===== config.mk =====
export PLATFORM = sky130hd
export DESIGN_NAME = core_seq
export DESIGN_NICKNAME = d
export VERILOG_FILES = /design/src/rtl/core_seq.sv
export SDC_FILE = /design/constraint.sdc
export NUM_CORES = 1
export LEC_CHECK = 0
export CAP_MARGIN = 20
export CORE_MARGIN = 1.5
export CORE_UTILIZATION = 50
export DETAILED_ROUTE_END_ITERATION = 16
export GPL_TIMING_DRIVEN = 0
export PLACE_DENSITY = 0.87
export SLEW_MARGIN = 40
export SYNTH_ARGS = -nofsm -noshare
export SYNTH_HDL_FRONTEND = slang
export SYNTH_SLANG_ARGS = --single-unit
export TNS_END_PERCENT = 30

===== constraint.sdc =====
create_clock -name clk -period 4.2 [get_ports clk]
set_input_delay 1.05 -clock clk [delete_from_list [all_inputs] [get_ports clk]]
set_output_delay 1.05 -clock clk [all_outputs]
set_load 0.1 [all_outputs]

===== src/rtl/core_seq.sv =====
// core_seq -- instruction sequencer for the single attention core.
//
// Runs one complete Q*K pass by emitting the 20-bit core instruction word one
// cycle at a time:
//   Q load -> K load -> kernel load -> bubble -> execute -> drain -> SFP
// The SFP step is skipped in VN mode.
//
// Ports
//   clk         in   1   rising-edge clock
//   reset       in   1   asynchronous, active-high; returns to IDLE, outputs 0
//   start       in   1   launch pulse, honoured only in IDLE with n_q in 1..qmax
//   n_q         in   5   number of Q vectors for the pass (latched on start)
//   vn_mode     in   1   VN mode (latched on start); drives inst[19], skips SFP
//   in_valid    in   1   host mem_in word is valid this cycle
//   in_ready    out  1   sequencer accepts mem_in this cycle (WR_Q / WR_K)
//   fifo_valid  in   1   core ofifo o_valid, counted during DRAIN
//   inst        out  20  registered core instruction word
//   busy        out  1   high in every state except IDLE
//   done        out  1   one-cycle pulse on the final cycle of a pass
//   state_dbg   out  4   current FSM state encoding, for observation only
//
// Handshake: in_ready depends on the state alone. A host word is transferred
// on every rising edge where in_valid && in_ready are both high. The matching
// write bits show up on inst in the cycle that follows that edge.
//
// Timing model: inst is a register. The bits a state computes in one cycle
// appear on inst in the next cycle. So the inst stream trails the state
// sequence by exactly one cycle. The FIN state is the cycle in which the last
// bits of the pass are visible on inst, and done is high in that state.
module core_seq #(
    parameter int col     = 8,
    parameter int qmax    = 16,
    parameter int sfp_len = 8
) (
    input  logic        clk,
    input  logic        reset,
    input  logic        start,
    input  logic [4:0]  n_q,
    input  logic        vn_mode,
    input  logic        in_valid,
    output logic        in_ready,
    input  logic        fifo_valid,
    output logic [19:0] inst,
    output logic        busy,
    output logic        done,
    output logic [3:0]  state_dbg
);

    typedef enum logic [3:0] {
        IDLE  = 4'd0,
        WR_Q  = 4'd1,
        WR_K  = 4'd2,
        LD_K  = 4'd3,
        GAP   = 4'd4,
        EXEC  = 4'd5,
        DRAIN = 4'd6,
        SFP   = 4'd7,
        FIN   = 4'd8
    } state_t;

    // Instruction bit positions
    localparam int B_VN   = 19;
    localparam int B_SFP  = 16;
    localparam int B_EXE  = 7;
    localparam int B_KLD  = 6;
    localparam int B_QRD  = 5;
    localparam int B_QWR  = 4;
    localparam int B_KRD  = 3;
    localparam int B_KWR  = 2;

    localparam logic [4:0] COL_L    = 5'(col);
    localparam logic [4:0] COL_M1   = 5'(col - 1);
    localparam logic [4:0] QMAX_L   = 5'(qmax);
    localparam logic [4:0] SFP_M1   = 5'(sfp_len - 1);

    state_t      state, state_nx;
    logic [4:0]  cnt, cnt_nx;
    logic [4:0]  nq_r, nq_nx;
    logic        vn_r, vn_nx;
    logic [19:0] inst_nx;

    always_ff @(posedge clk or posedge reset) begin
        if (reset) begin
            state <= IDLE;
            cnt   <= '0;
            nq_r  <= '0;
            vn_r  <= 1'b0;
            inst  <= '0;
        end else begin
            state <= state_nx;
            cnt   <= cnt_nx;
            nq_r  <= nq_nx;
            vn_r  <= vn_nx;
            inst  <= inst_nx;
        end
    end

    always_comb begin
        state_nx       = state;
        cnt_nx         = cnt;
        nq_nx          = nq_r;
        vn_nx          = vn_r;
        inst_nx        = '0;
        inst_nx[B_VN]  = vn_r;

        case (state)
            IDLE: begin
                inst_nx = '0;
                if (start && (n_q != 5'd0) && (n_q <= QMAX_L)) begin
                    nq_nx         = n_q;
                    vn_nx         = vn_mode;
                    cnt_nx        = '0;
                    state_nx      = WR_Q;
                    // The first WR_Q cycle already carries the new mode bit.
                    inst_nx[B_VN] = vn_mode;
                end
            end

            WR_Q: begin
                if (in_valid) begin
                    inst_nx[B_QWR]   = 1'b1;
                    inst_nx[15:12]   = cnt[3:0];
                    if (cnt == nq_r - 5'd1) begin
                        cnt_nx   = '0;
                        state_nx = WR_K;
                    end else begin
                        cnt_nx = cnt + 5'd1;
                    end
                end
            end

            WR_K: begin
                if (in_valid) begin
                    inst_nx[B_KWR]   = 1'b1;
                    inst_nx[15:12]   = cnt[3:0];
                    if (cnt == COL_M1) begin
                        cnt_nx   = '0;
                        state_nx = LD_K;
                    end else begin
                        cnt_nx = cnt + 5'd1;
                    end
                end
            end

            // col+1 cycles. The kmem read for row k overlaps the array load of
            // row k-1, which covers the one-cycle SRAM read latency.
            LD_K: begin
                if (cnt < COL_L) begin
                    inst_nx[B_KRD] = 1'b1;
                    inst_nx[15:12] = cnt[3:0];
                end
                if (cnt != 5'd0) begin
                    inst_nx[B_KLD] = 1'b1;
                end
                if (cnt == COL_L) begin
                    cnt_nx   = '0;
                    state_nx = GAP;
                end else begin
                    cnt_nx = cnt + 5'd1;
                end
            end

            GAP: begin
                cnt_nx   = '0;
                state_nx = EXEC;
            end

            // n_q+1 cycles. Execute trails qmem_rd by one cycle for the same
            // SRAM latency reason as LD_K.
            EXEC: begin
                if (cnt < nq_r) begin
                    inst_nx[B_QRD] = 1'b1;
                    inst_nx[15:12] = cnt[3:0];
                end
                if (cnt != 5'd0) begin
                    inst_nx[B_EXE] = 1'b1;
                end
                if (cnt == nq_r) begin
                    cnt_nx   = '0;
                    state_nx = DRAIN;
                end else begin
                    cnt_nx = cnt + 5'd1;
                end
            end

            DRAIN: begin
                if (fifo_valid) begin
                    if (cnt == nq_r - 5'd1) begin
                        cnt_nx   = '0;
                        state_nx = vn_r ? FIN : SFP;
                    end else begin
                        cnt_nx = cnt + 5'd1;
                    end
                end
            end

            SFP: begin
                inst_nx[B_SFP] = 1'b1;
                if (cnt == SFP_M1) begin
                    cnt_nx   = '0;
                    state_nx = FIN;
                end else begin
                    cnt_nx = cnt + 5'd1;
                end
            end

            FIN: begin
                inst_nx  = '0;
                state_nx = IDLE;
            end

            default: begin
                inst_nx  = '0;
                cnt_nx   = '0;
                state_nx = IDLE;
            end
        endcase
    end

    assign in_ready  = (state == WR_Q) || (state == WR_K);
    assign busy      = (state != IDLE);
    assign done      = (state == FIN);
    assign state_dbg = state;

endmodule


## Word-level counts from Yosys, hierarchy flattened

Index checks and enable logic that the tools add are counted.

- Register bits after elaboration: 29
- Input port bits: 11

- Reduce and logical (&&, ||, !) cells: 12
- Add/subtract/negate cells: 2
- Order comparisons: 3
- Bitwise operators: 1
- Equality and inequality tests: 22
- Multiplexer cells: 38

Operators by type and width:

| kind | count |
|---|---|
| 4-bit 2-to-1 mux | 14 |
| 5-bit 2-to-1 mux | 8 |
| 5-bit one-hot mux with 8 select lines | 1 |
| 4-bit one-hot mux with 8 select lines | 1 |
| 2-bit != test, second input constant | 10 |
| 4-bit by 3-bit == test with 1-bit output, second input constant | 4 |
| 1-bit 2-to-1 mux | 12 |
| 4-bit one-hot mux with 3 select lines | 1 |
| 5-bit == test | 2 |
| 10-bit AND reduction | 1 |
| 5-bit nonzero test | 2 |
| 4-bit by 2-bit == test with 1-bit output, second input constant | 2 |
| 7-bit OR reduction | 1 |
| 3-bit one-hot mux with 2 select lines | 1 |
| 5-bit by 1-bit adder with 5-bit output, second input constant | 1 |
| 5-bit by 3-bit == test with 1-bit output, second input constant | 1 |
| 5-bit by 4-bit == test with 1-bit output, second input constant | 1 |
| 5-bit less-or-equal comparator, second input constant | 1 |
| 5-bit by 4-bit < comparator with 1-bit output, second input constant | 1 |
| 5-bit < comparator | 1 |
| 5-bit AND reduction | 1 |
| 5-bit by 1-bit subtractor with 5-bit output, second input constant | 1 |
| 4-bit by 1-bit == test with 1-bit output, second input constant | 1 |
| 4-bit == test, second input constant | 1 |
| 7 further kinds | 8 |

## Longest topological paths before layout

- Depth in word-level cells: 5
- Gate-level depth with buffers: 8
- Gate-level depth less buffers: 8

## Least setup slack after synthesis

Ideal clock, no wire load.

- Path kind: register to output
- Start point: register state[0] (netlist: state_dbg[0])
- End point: output in_ready
- Arrival time: 2740 ps
- Path slack: 410 ps
- Cell stages (with the launch flop): 4
- Cell sequence: dfrtp_1 -> buf_2 -> xor2_1 -> nor3b_2

- Longest elaborated chain between the ends: 2
- Elaborated cells on any way between the ends: 3
- Those cells by class: eq/ne (2); reduce/logical (1)

Ends and longest elaborated chain:

| what | line | source |
|---|---|---|
| start: declaration | 76 | `state_t state, state_nx;` |
| start signal: assignment | 90 | `state <= state_nx;` |
| 4-bit by 1-bit == test with 1-bit output or 4-bit by 2-bit == test with 1-bit output (tied branches) | 220 | `assign in_ready = (state == WR_Q) \|\| (state == WR_K);` |
| 1-bit logical OR (*) | 220 |  |
| end: declaration | 41 | `output logic in_ready,` |

Mark *: on every way between the ends. The rest lies on a longest branch, timed or not.

## Final worst setup path

Same ends and word-level chain as after synthesis.

==> results.toml <==
[route]
wl_met2_mm = 1.69
via_count = 1356
wl_met1_mm = 1.56
vias_per_cell = 5.28
wire_per_inst_um = 13.3
drc = 0
drtIter0Drc = 47
wl_met3_um = 145
first_pass_iters = 4
routed.top_layer = "met4"
ant_nets = 0
drt_wl_total_mm = 3.43

[sta]
setup_viol = 0
finalCritPeriodShare = 0.708
skew_ps = 11.4
fin_crit_ps = 2970
slew_viol_final = 0
hold_violations = 0
tightest_slew_ps = 559
rsz0062_at_grt = "no"
max_clock_freq_mhz = 336
relSlewSlack = 0.627
timing.setup.tns_ps = 0

[synth]
yosysWarnings = 0
syn_inst = 173
synth_top_area_share = 0.399
ys_async_sr_fraction = 1.00
synth-edff-count = 0
synth_flop_cell = "dfrtp_1"
ys_top_cells_by_area = "dfrtp_1, ha_1, buf_4"
avgSynthCellArea_um2 = 9.79
yosysSeqAreaShare = 0.399
synth_most_common_cell = "dfrtp_1"
ys_top_cells_by_count = "dfrtp_1, nand2_1, inv_1"
syn_area_mm2 = 0.00169
post_synth_num_cell_types = 48
yosys.area.top_type = "dfrtp_1"
synth-seq-cells = 27

[floorplanning]
die_x_um = 61.2
row_count = 20
dieArea_mm2 = 0.00374
fp.dieH_um = 61.2
core_mm2 = 0.00313
io_pins = 38
initial_utilization = 0.541

[setup_path]
end_kind = "output port"
r2r_slack_ps = 1990
cp-startpoint = "state_dbg[0]"
path_delay_family = "buffers and inverters"
r2r_start = "nq_r[2]"
r2r_end = "inst[15]"
arrival_ps = 1920
critPathSlowestCell = "buf_2"
crit_chain = "buf_2 > xor2_1 > nor3b_2 > buf_2"
worstSetupPathType = "reg2out"
reg2regPathDepth = 7
critPathBufInv = 2
cp_slowest_stage_delay_ps = 460
critPathMaxFanout = 10
crit_top_cell = "buf_2"
critPathRequiredTime_ps = 3150
cp-start-kind = "flop"

[clocking]
cts_tree = "yes"
worstSkewPairLatency_ps = 330
cts_resized = 0
max-clock-path-buffers = 2
ctsHoldBuffers = 0
cts-root-buf = "clkbuf_4"
h-tree-depth = 1
path_clk_slew_ps = 140
numClockSinks = 27
postCtsSetupBuffers = 0
numCtsBuffers = 3

[global_route]
grtUsageTotal = 0.192
grt_first_pass_wirelength_mm = 5.35
antenna_found_initial = 0
grt_pass1_vias = 1239
overflow = 0
grt_max_degree = 28

[min_path]
worstHoldStart = "nq_r[1]"
hp-class = "reg2reg"
holdPathStages = 1
hold_end = "nq_r[1]"

[run_status]
status = "completed"

[finish]
area_delta_synth_final_pct = 17.9
fin_nets = 233
drive_gt1_frac = 0.235
insertedDiodeCount = 0
fillers = 271

[place]
place_hpwl_mm = 2.64
io_buffers = 29
gp_congestion = 0.928

[flow_run]
cap_violations = 0
## cell usage in the layout (no fill, tap or decap), types with 2 or more instances in the layout
cell	count
dfrtp_1	27
nand3b_1	2
xnor2_1	3
clkbuf_4	3
o21ai_1	3
ha_1	8
o2bb2ai_1	2
mux2_1	6
nand2b_1	3
inv_1	11
o31ai_1	2
and3_1	2
buf_2	23
nand2_1	15
nor2_1	11
conb_1	8
nor3_1	8
inv_2	2
a2111oi_2	2
o211ai_1	2
a21o_1	4
xor2_1	3
and2_1	2
a21oi_1	4
o21ai_0	3
buf_4	11
clkdlybuf4s50_1	10
mux2i_1	2
nand3_1	5
nor2b_1	5
## sequential cells by signal, summed over array words and instances (netlist names)
register   count
inst          12
state_dbg      4
nq_r           5
vn_r           1
cnt            5
## worst reg2reg max path, cell delays in order, from the launching register on
cell and delay (ps):
dfrtp_1 450, inv_1 60, ha_1 280, a21o_1 160, a21o_1 180, a2111oi_2 480, a21oi_1 130, a2111oi_2 350
## stage by stage
step                      utilization  cells  instance area (µm²)  hold WS [ps]  worst slack, ps
final                           0.638    257                 2000           550             1230
after global routing            0.638    257                 2000           579             1100
after CTS                       0.638    257                 2000           557             1220
after detailed placement        0.630    253                 1970           524              998
after global placement          0.660    253                 2060           515              874
after floorplan                     -    180                 1720           488              410
## kinds of logic after synthesis
group                    synth area share
flip-flops                          0.399
multiplexers                       0.0517
AND/OR/NAND/NOR                     0.204
adder cells (fa/ha/maj)            0.0591
buffers and inverters              0.0894
other                             0.00222
XOR/XNOR                           0.0310
AO/OA/AOI/OAI                       0.163
## layer usage
layer / vias to the layer above / global-route usage
met5: - / 0
li1: 668 / -
met4: 0 / 0.0621
met3: 6 / 0.0252
met2: 37 / 0.331
met1: 645 / 0.248
## worst max-delay path by stage
stage               depth (start not counted)        to  slack (ps)
global placement                            4  in_ready         870
CTS                                         4  in_ready        1220
finish                                      4  in_ready        1230
global route                                5      done        1100
detailed placement                          5   nq_r[2]        1000
floorplan                                   3  in_ready         410
## layout make-up
| class | count | area [µm²] | share of cell area |
|---|---|---|---|
| repair buffers | 29 | 195 | 0.0978 |
| plain buffers | 15 | 103 | 0.0514 |
| multi-input cells | 125 | 892 | 0.447 |
| well taps | 44 | 55.1 | 0.0276 |
| flip-flops and latches | 27 | 676 | 0.339 |
| inverters | 13 | 48.8 | 0.0245 |
| clock buffers | 4 | 26.3 | 0.0132 |
Power is left out: the tool's default activity adds up to more than one toggle a clock period on the data nets, which glitch-free logic cannot reach.
